[src/rtl/dpi_run_ctrl.sv]
// Run-sequencing controller between the DPI-C harness and the accelerator datapath.
// One command outstanding, one registered response per accepted command, free-running cycle counter.
//
//   state | meaning
//   ------+-----------------------------------------------------------
//   RESET | post-reset settle, RESET_CYC cycles, all commands blocked
//   LOAD  | datapath loading; waits one cycle, then for dut_busy low
//   READY | loaded, waiting for START
//   RUN   | datapath running; run_cycles counts, optional timeout
//   POLL  | one-cycle status snapshot inside a run, returns to RUN
//   STOP  | idle; needs LOAD before the next run
//   ERROR | datapath error or run timeout; needs CLR
module dpi_run_ctrl #(
    parameter int CYCLE_W   = 64,
    parameter int TO_W      = 32,
    parameter int RESET_CYC = 4
) (
    input  logic               clk,
    input  logic               rst,
    input  logic               cmd_valid,
    output logic               cmd_ready,
    input  logic [2:0]         cmd_op,
    input  logic [CYCLE_W-1:0] cmd_arg,
    output logic               rsp_valid,
    input  logic               rsp_ready,
    output logic               rsp_ok,
    output logic [2:0]         rsp_state,
    output logic [CYCLE_W-1:0] rsp_data,
    output logic               dut_load,
    output logic               dut_start,
    output logic               dut_abort,
    input  logic               dut_busy,
    input  logic               dut_done,
    input  logic               dut_err,
    output logic [CYCLE_W-1:0] cycle,
    output logic [2:0]         state
);

    localparam int RCW = (RESET_CYC > 1) ? $clog2(RESET_CYC) : 1;

    typedef enum logic [2:0] {
        S_RESET = 3'd0,
        S_LOAD  = 3'd1,
        S_READY = 3'd2,
        S_RUN   = 3'd3,
        S_POLL  = 3'd4,
        S_STOP  = 3'd5,
        S_ERROR = 3'd6
    } state_t;

    localparam logic [2:0] OP_NOP     = 3'd0;
    localparam logic [2:0] OP_LOAD    = 3'd1;
    localparam logic [2:0] OP_START   = 3'd2;
    localparam logic [2:0] OP_POLL    = 3'd3;
    localparam logic [2:0] OP_STOP    = 3'd4;
    localparam logic [2:0] OP_CLR     = 3'd5;
    localparam logic [2:0] OP_CLK_SET = 3'd6;
    localparam logic [2:0] OP_CLK_ADD = 3'd7;

    state_t             state_q, state_d;
    logic [RCW-1:0]     rst_cnt_q, rst_cnt_d;
    logic               load_wait_q, load_wait_d;
    logic [CYCLE_W-1:0] cycle_q, cycle_d;
    logic [CYCLE_W-1:0] run_cycles_q, run_cycles_d;
    logic [TO_W-1:0]    timeout_q, timeout_d;
    logic               cmd_ready_q, cmd_ready_d;
    logic               rsp_valid_q, rsp_valid_d;
    logic               rsp_ok_q, rsp_ok_d;
    logic [2:0]         rsp_state_q, rsp_state_d;
    logic [CYCLE_W-1:0] rsp_data_q, rsp_data_d;
    logic               dut_load_q, dut_load_d;
    logic               dut_start_q, dut_start_d;
    logic               dut_abort_q, dut_abort_d;

    logic cmd_fire, cmd_legal, in_run, run_evt, timer_hit;
    logic rsp_set, rsp_ok_n, rsp_poll;

    always_comb begin
        state_d      = state_q;
        rst_cnt_d    = rst_cnt_q;
        load_wait_d  = load_wait_q;
        cycle_d      = cycle_q + CYCLE_W'(1);
        run_cycles_d = run_cycles_q;
        timeout_d    = timeout_q;
        rsp_valid_d  = rsp_valid_q && !rsp_ready;
        rsp_ok_d     = rsp_ok_q;
        rsp_state_d  = rsp_state_q;
        rsp_data_d   = rsp_data_q;
        dut_load_d   = 1'b0;
        dut_start_d  = 1'b0;
        dut_abort_d  = 1'b0;
        cmd_ready_d  = 1'b0;
        run_evt      = 1'b0;
        timer_hit    = 1'b0;
        rsp_set      = 1'b0;
        rsp_ok_n     = 1'b0;
        rsp_poll     = 1'b0;

        cmd_fire = cmd_valid && cmd_ready_q;
        in_run   = (state_q == S_RUN) || (state_q == S_POLL);

        case (cmd_op)
            OP_LOAD:  cmd_legal = (state_q == S_STOP) || (state_q == S_READY);
            OP_START: cmd_legal = (state_q == S_READY);
            OP_POLL:  cmd_legal = in_run || (state_q == S_STOP) || (state_q == S_ERROR);
            OP_STOP:  cmd_legal = in_run || (state_q == S_STOP) || (state_q == S_READY);
            OP_CLR:   cmd_legal = (state_q == S_STOP) || (state_q == S_ERROR);
            default:  cmd_legal = 1'b1;
        endcase

        case (state_q)
            S_RESET: begin
                if (rst_cnt_q == '0) state_d = S_STOP;
                else                 rst_cnt_d = rst_cnt_q - RCW'(1);
            end
            S_LOAD: begin
                load_wait_d = 1'b0;
                if (dut_err) begin
                    state_d  = S_ERROR;
                    rsp_set  = 1'b1;
                    rsp_ok_n = 1'b0;
                end else if (!load_wait_q && !dut_busy) begin
                    state_d  = S_READY;
                    rsp_set  = 1'b1;
                    rsp_ok_n = 1'b1;
                end
            end
            S_RUN, S_POLL: begin
                if (run_cycles_q != '1) run_cycles_d = run_cycles_q + CYCLE_W'(1);
                if (timeout_q != '0) begin
                    timeout_d = timeout_q - TO_W'(1);
                    timer_hit = (timeout_q == TO_W'(1));
                end
                state_d = S_RUN;
                run_evt = 1'b1;
                if (dut_err)        state_d = S_ERROR;
                else if (dut_done)  state_d = S_STOP;
                else if (timer_hit) state_d = S_ERROR;
                else                run_evt = 1'b0;
            end
            default: ;
        endcase

        // A datapath event in the same cycle preempts any run-state change the command asked for.
        if (cmd_fire) begin
            rsp_set  = 1'b1;
            rsp_ok_n = cmd_legal;
            rsp_poll = (cmd_op == OP_POLL);
            if (cmd_legal) begin
                case (cmd_op)
                    OP_LOAD: begin
                        state_d     = S_LOAD;
                        dut_load_d  = 1'b1;
                        load_wait_d = 1'b1;
                        rsp_set     = 1'b0;
                    end
                    OP_START: begin
                        state_d      = S_RUN;
                        dut_start_d  = 1'b1;
                        run_cycles_d = '0;
                        timeout_d    = cmd_arg[TO_W-1:0];
                    end
                    OP_POLL: begin
                        if (in_run) begin
                            if (run_evt) rsp_ok_n = 1'b0;
                            else         state_d  = S_POLL;
                        end
                    end
                    OP_STOP: begin
                        if (in_run) begin
                            if (run_evt) begin
                                rsp_ok_n = 1'b0;
                            end else begin
                                state_d     = S_STOP;
                                dut_abort_d = 1'b1;
                            end
                        end
                    end
                    OP_CLR: begin
                        state_d      = S_STOP;
                        run_cycles_d = '0;
                    end
                    OP_CLK_SET: cycle_d = cmd_arg;
                    OP_CLK_ADD: cycle_d = cycle_q + cmd_arg;
                    default: ;
                endcase
            end
        end

        if (rsp_set) begin
            rsp_valid_d = 1'b1;
            rsp_ok_d    = rsp_ok_n;
            rsp_state_d = state_d;
            rsp_data_d  = rsp_poll ? run_cycles_d : cycle_d;
        end

        cmd_ready_d = !rsp_valid_d && (state_d != S_RESET) && (state_d != S_LOAD);
    end

    always_ff @(posedge clk) begin
        if (rst) begin
            state_q      <= S_RESET;
            rst_cnt_q    <= RCW'(RESET_CYC - 1);
            load_wait_q  <= 1'b0;
            cycle_q      <= '0;
            run_cycles_q <= '0;
            timeout_q    <= '0;
            cmd_ready_q  <= 1'b0;
            rsp_valid_q  <= 1'b0;
            rsp_ok_q     <= 1'b0;
            rsp_state_q  <= '0;
            rsp_data_q   <= '0;
            dut_load_q   <= 1'b0;
            dut_start_q  <= 1'b0;
            dut_abort_q  <= 1'b0;
        end else begin
            state_q      <= state_d;
            rst_cnt_q    <= rst_cnt_d;
            load_wait_q  <= load_wait_d;
            cycle_q      <= cycle_d;
            run_cycles_q <= run_cycles_d;
            timeout_q    <= timeout_d;
            cmd_ready_q  <= cmd_ready_d;
            rsp_valid_q  <= rsp_valid_d;
            rsp_ok_q     <= rsp_ok_d;
            rsp_state_q  <= rsp_state_d;
            rsp_data_q   <= rsp_data_d;
            dut_load_q   <= dut_load_d;
            dut_start_q  <= dut_start_d;
            dut_abort_q  <= dut_abort_d;
        end
    end

    assign state     = state_q;
    assign cycle     = cycle_q;
    assign cmd_ready = cmd_ready_q;
    assign rsp_valid = rsp_valid_q;
    assign rsp_ok    = rsp_ok_q;
    assign rsp_state = rsp_state_q;
    assign rsp_data  = rsp_data_q;
    assign dut_load  = dut_load_q;
    assign dut_start = dut_start_q;
    assign dut_abort = dut_abort_q;

endmodule

[config.mk]
export PLATFORM = sky130hd
export DESIGN_NAME = dpi_run_ctrl
export DESIGN_NICKNAME = d
export VERILOG_FILES = /design/src/rtl/dpi_run_ctrl.sv
export SDC_FILE = /design/constraint.sdc
export NUM_CORES = 1
export LEC_CHECK = 0
export ABC_CLOCK_PERIOD_IN_PS = 3480
export BUFFER_PORTS_ARGS = -buffer_cell sky130_fd_sc_hd__buf_4
export CAP_MARGIN = 15
export CORE_AREA = 2 2 167 169
export CTS_BUF_LIST = sky130_fd_sc_hd__clkbuf_4 sky130_fd_sc_hd__clkbuf_8
export CTS_CLUSTER_SIZE = 14
export DETAILED_ROUTE_END_ITERATION = 10
export DIE_AREA = 0 0 169 171
export MAX_ROUTING_LAYER = met4
export PLACE_DENSITY_LB_ADDON = 0.08
export SLEW_MARGIN = 10
export SYNTH_ARGS = -nofsm -noshare
export SYNTH_HDL_FRONTEND = slang
export SYNTH_SLANG_ARGS = --single-unit
[constraint.sdc]
create_clock -name clk -period 3.48 [get_ports clk]
set_input_delay 0.348 -clock clk [delete_from_list [all_inputs] [get_ports clk]]
set_output_delay 0.348 -clock clk [all_outputs]
set_load 0.1 [all_outputs]
Word-level counts from Yosys, hierarchy flattened
Index checks and enable logic that the tools add are counted.
Storage, ports and cells
  output and inout port bits: 140
  register bits after elaboration: 239
  input port bits: 74
Operators by class
  $add $sub $neg: 5
  bitwise gates (word level): 5
  eq/ne operators: 16
  muxes and demuxes: 56
  reductions and logical operators: 25
Operators with widths (number)
  64-bit two-way mux: 8
  32-bit two-way mux: 5
  64-bit by 1-bit adder with 64-bit output, second input constant: 2
  64-bit one-hot mux with 2 select lines: 1
  64-bit adder: 1
  64-bit != test, second input constant: 1
  3-bit two-way mux: 12
  32-bit by 1-bit equality test with 1-bit output, second input constant: 1
  32-bit nonzero test: 1
  32-bit by 1-bit subtractor with 32-bit output, second input constant: 1
  1-bit two-way mux: 27
  3-bit equality test, second input constant: 7
  3-bit one-hot mux with 5 select lines: 1
  3-bit by 2-bit equality test with 1-bit output, second input constant: 4
  3-bit one-hot mux with 3 select lines: 1
  3-bit by 1-bit equality test with 1-bit output, second input constant: 2
  1-bit logical OR: 6
  2-bit OR reduction: 3
  1-bit logical AND: 5
  1-bit inverter: 5
  1-bit one-hot mux with 5 select lines: 1
  5-bit OR reduction: 1
  1-bit zero test: 4
  3-bit zero test: 1
  6 further kinds: 6

Longest topological paths before layout
  depth in word-level cells: 15
  mapped depth: 15

Worst setup path before layout
OpenSTA, ideal clock, no wires.
  path type: reg2reg
  start point: register cycle_q[8] (netlist: cycle[8])
  end point: register cycle_q[61] (netlist: cycle[61])
  setup time: 0.132 ns
  arrival: 3.607 ns
  buffers on the path: 1
  cell stages (with the launch flop): 14
  setup slack: -0.259 ns
  cells stage by stage: dfxtp_1 ha_1 clkbuf_2 a211o_1 a221o_1 a41oi_2 a21o_1 a21oi_2 o211ai_2 o22a_1 o21ai_0 a41oi_1 mux2i_1 o21ai_0
Between the ends
  word-level cells in the longest chain between the ends: 4
  elaborated cells on any way between the ends: 5
  those cells by class: 2 x add/sub; 3 x mux
Ends and longest elaborated chain
  from (decl): line 63  | logic [CYCLE_W-1:0] cycle_q, cycle_d;
  from (signal assigned): line 220  | cycle_q <= cycle_d;
  64-bit by 1-bit adder with 64-bit output or 64-bit adder (tied branches): line 82, 184
  64-bit one-hot mux with 2 select lines: line 150  | case (cmd_op)
  64-bit two-way mux: line 149  | if (cmd_legal) begin
  64-bit two-way mux *: line 145  | if (cmd_fire) begin
Mark *: on every way between the ends. The rest lies on a longest branch, timed or not.
A chain may end at the register's enable or synchronous reset.

Worst setup path after layout
  start point: register cycle_q[20] (netlist: cycle[20])
  end point: register rsp_data_q[62] (netlist: rsp_data[62])
Between the ends
  word-level cells in the longest chain between the ends: 5
  elaborated cells on any way between the ends: 6
  those cells by class: 2 x add/sub; 4 x mux
Ends and longest elaborated chain
  64-bit by 1-bit adder with 64-bit output or 64-bit adder (tied branches): line 82, 184
  64-bit one-hot mux with 2 select lines: line 150
  64-bit two-way mux: line 149
  64-bit two-way mux *: line 145
  64-bit two-way mux *: line 194  | rsp_data_d = rsp_poll ? run_cycles_d : cycle_d;
  to (signal assigned): line 227  | rsp_data_q <= rsp_data_d;
  to (decl): line 70  | logic [CYCLE_W-1:0] rsp_data_q, rsp_data_d;
Marks and branches as above.

==> impl_metrics.json <==
{
  "drt_first_pass_iters": 7,
  "cp_num_buf_inv": 2,
  "num_rows": 61,
  "port-buffer-count": 213,
  "path_max_fanout": 5,
  "grt_pass1_vias": 16993,
  "gr-total-overflow": 0,
  "ctsRootBufferMaster": "clkbuf_8",
  "setup_viol": 0,
  "antenna_found_initial": 0,
  "fp.dieW_um": 169,
  "cts.sinks": 239,
  "ys_async_sr_fraction_pct": 0,
  "crit_family": "simple AND/OR/NAND/NOR gates",
  "grt_use_total_pct": 44.0,
  "timing.final.crit_share_pct": 98.6,
  "cts_tree": "done",
  "clk_pin_slew_worst_paths_ns": 0.07,
  "hp-class": "in -> reg",
  "synth_edf_count": 0,
  "grt_max_degree": 82,
  "io_pins": 214,
  "ys_warn_count": 0,
  "place_area_mm2": 0.0192,
  "initial_core_util_pct": 59.8,
  "drv_cap": 0,
  "drc": 0,
  "yosysTopAreaCell": "dfxtp_1",
  "final_antenna_net_count": 0,
  "final.setup.worst_slack_ns": 0.0477,
  "drive_gt1_share_pct": 22.4,
  "fin_skew_ns": 0.0294,
  "critPathKind": "reg -> reg",
  "dieArea_mm2": 0.0289,
  "syn_nets": 2296,
  "synth_compound_area_share_pct": 21.7,
  "fin_area_mm2": 0.0203,
  "dp_slack_ns": -0.411,
  "synthFlopType": "dfxtp_1",
  "maxSlewViolCount": 0,
  "reg2reg_slack_ns": 0.05,
  "setup_tns_ns": 0,
  "syn_area_mm2": 0.0163,
  "fillers": 2164,
  "synth_top_family_by_area": "simple AND/OR/NAND/NOR gates",
  "ctsHoldBuffers": 0,
  "fin_nets": 2596,
  "viasPerCell": 6.51,
  "synth-xor-area-share_pct": 11.3,
  "crit_slowest_cell": "or4_4",
  "insertion_delay_ns": 0.58,
  "worstSetupEndpointType": "flop",
  "wire_per_inst_um": 22.7,
  "period_needed_ns": 3.43,
  "netlist.area_leader.share_pct": 29.3,
  "gp_congestion": 1.06,
  "grt_pass1_wl_mm": 96.3,
  "worst_pin_slew_ns": 0.901,
  "synth_cells": 2153,
  "fmaxAchievable_mhz": 291,
  "cts_made_buffers": 43,
  "cp.required_ns": 3.96,
  "slew_headroom_pct": 40.0,
  "core_mm2": 0.0273,
  "peakVddDrop_mv": 0.699,
  "ys_ff_latch": 239,
  "startpoint_type": "flop",
  "seq_area_frac_synth_pct": 29.3,
  "status": "complete, no violations",
  "slowest_delay_ns": 0.59,
  "drtIter0Drc": 2324,
  "p_per_area_mw_per_mm2": 589,
  "crit_top_cell": "buf_4",
  "critPathArrivalTime_ns": 3.91,
  "ys_types": 89,
  "dr_total_vias": 18424,
  "antenna_cells": 0,
  "area_growth_pct": 24.5,
  "power_leakage_uw": 0.00873,
  "die_y_um": 171,
  "routed_wl_mm": 64.2,
  "yosys-top-cells-area": "dfxtp_1 29%, nor2_1 6.5%, xnor2_1 5.7%",
  "synth_mux_area_share_pct": 1.62,
  "hpwl_mm": 48.2,
  "path_cells": "ha_1 -> buf_4 -> nand4_1 -> or4_4 -> o211ai_4 -> nor2_4 -> o21ai_4 -> a31oi_2 -> buf_4 -> or4_1 -> mux2i_1 -> a21oi_1 -> nor3_2",
  "hold_viol_final": 0,
  "clockBufferDepth": 3,
  "postSynthAreaPerCell_um2": 7.59,
  "h-tree-depth": 2,
  "yosys.area_share.adder_pct": 5.33,
  "yosys.area_share.simple_pct": 26.8
}
report_power, final:
| part | switching, uW | leakage, uW | internal (uW) |
|---|---|---|---|
| sequential | 397 | 0.00195 | 3120 |
| combinational | 3850 | 0.00629 | 1750 |
| clock | 1280 | 0.000490 | 1570 |
per-layer routing:
layer	GRT usage [%]	part of all wire, %	vias up
met3	13.0	13	176
li1	-	-	8332
met5	-	0	-
met1	58.6	41	8694
met2	64.5	42	1222
met4	13.7	3.5	0
repair_timing:
action,in CTS,in global routing
pin swaps,0,11
setup endpoints to repair,14,43
gates resized for setup,6,39
gates cloned,0,1
buffers inserted,0,5
cell families after synthesis:
| kind of cell | count (synthesis) |
|---|---|
| and+or+nand+nor | 894 |
| AOI/OAI and AO/OA | 547 |
| DFF | 239 |
| xor gates and xnor gates | 210 |
| buffers and inverters | 168 |
| adders and majority gates | 69 |
| muxes | 26 |
path summary, 6_finish.rpt:
check | endpoint | start | depth (start not counted)
worst max-delay path | rsp_data[62] | cycle[20] | 13
worst min-delay path | timeout_q[1] | cmd_arg[1] | 3
worst max register to register | rsp_data[62] | cycle[20] | 13
worst min register to register | rsp_data[51] | rsp_data[51] | 2
flip-flops by register name, indices dropped and copies added, names as in the netlist:
name and count:
cmd_ready 1, cycle 64, dut_abort 1, dut_load 1, dut_start 1, load_wait_q 1, rsp_data 64, rsp_ok 1
rsp_state 3, rsp_valid 1, rst_cnt_q 2, run_cycles_q 64, state 3, timeout_q 32
per-stage QoR:
step	hold slack, ns	total power [uW]	instances	util [%]
final	0.0904	12000	2832	74.4
after detailed placement	0.450	8950	2748	70.3
after CTS	0.0568	11800	2826	73.7
after global placement	0.447	8830	2748	70.3
after floorplan	0.454	7420	2153	-
after global routing	0.0774	12400	2832	74.4
synthesized netlist by cell type (all sizes together), types with 8 or more instances:
cell type / instances
ha: 68
inv: 37
clkbuf: 94
nor2b: 23
dfxtp: 239
and2: 25
a31oi: 15
xnor2: 107
buf: 36
and4: 20
o211ai: 21
xor2: 103
or4: 10
a21oi: 164
nor2: 287
o221ai: 15
o21bai: 24
nand2: 192
nand2b: 14
nand3: 95
o31ai: 8
and3: 36
or3: 13
mux2i: 23
nor3: 85
nor4: 15
nor3b: 13
nand4: 50
a211oi: 55
o21a: 15
a21o: 43
o21ai: 126
worst reg2reg max path, delay by kind of cell (launching register included):
kind | cells | cell delay (ns)
compound gates | 4 | 0.71
flops | 1 | 0.34
fa+ha+maj | 1 | 0.29
buf+inv | 2 | 0.31
simple gates | 5 | 1.54
mux | 1 | 0.16
cell type report:
cell class | count | area (um2) | share of cell area [%]
multi-input cells | 1747 | 11100 | 54.5
clock inverters | 19 | 156 | 0.769
inverters | 38 | 143 | 0.701
repair buffers | 384 | 2950 | 14.5
well taps | 346 | 433 | 2.13
flip-flops and latches | 239 | 4820 | 23.7
clock buffers | 59 | 756 | 3.72
placed cells by master (no fill, tap or decap), drive strengths merged, types with 20 or more instances in the layout:
cell type    n
a211oi      55
a21o        43
a21oi      164
and2        25
and3        36
and4        20
buf        384
clkbuf      59
dfxtp      239
ha          68
inv         38
mux2i       23
nand2      192
nand3       95
nand4       50
nor2       287
nor2b       23
nor3        85
o211ai      21
o21ai      126
o21bai      24
xnor2      107
xor2       103
Note: power is estimated with default switching activity, not from simulation.
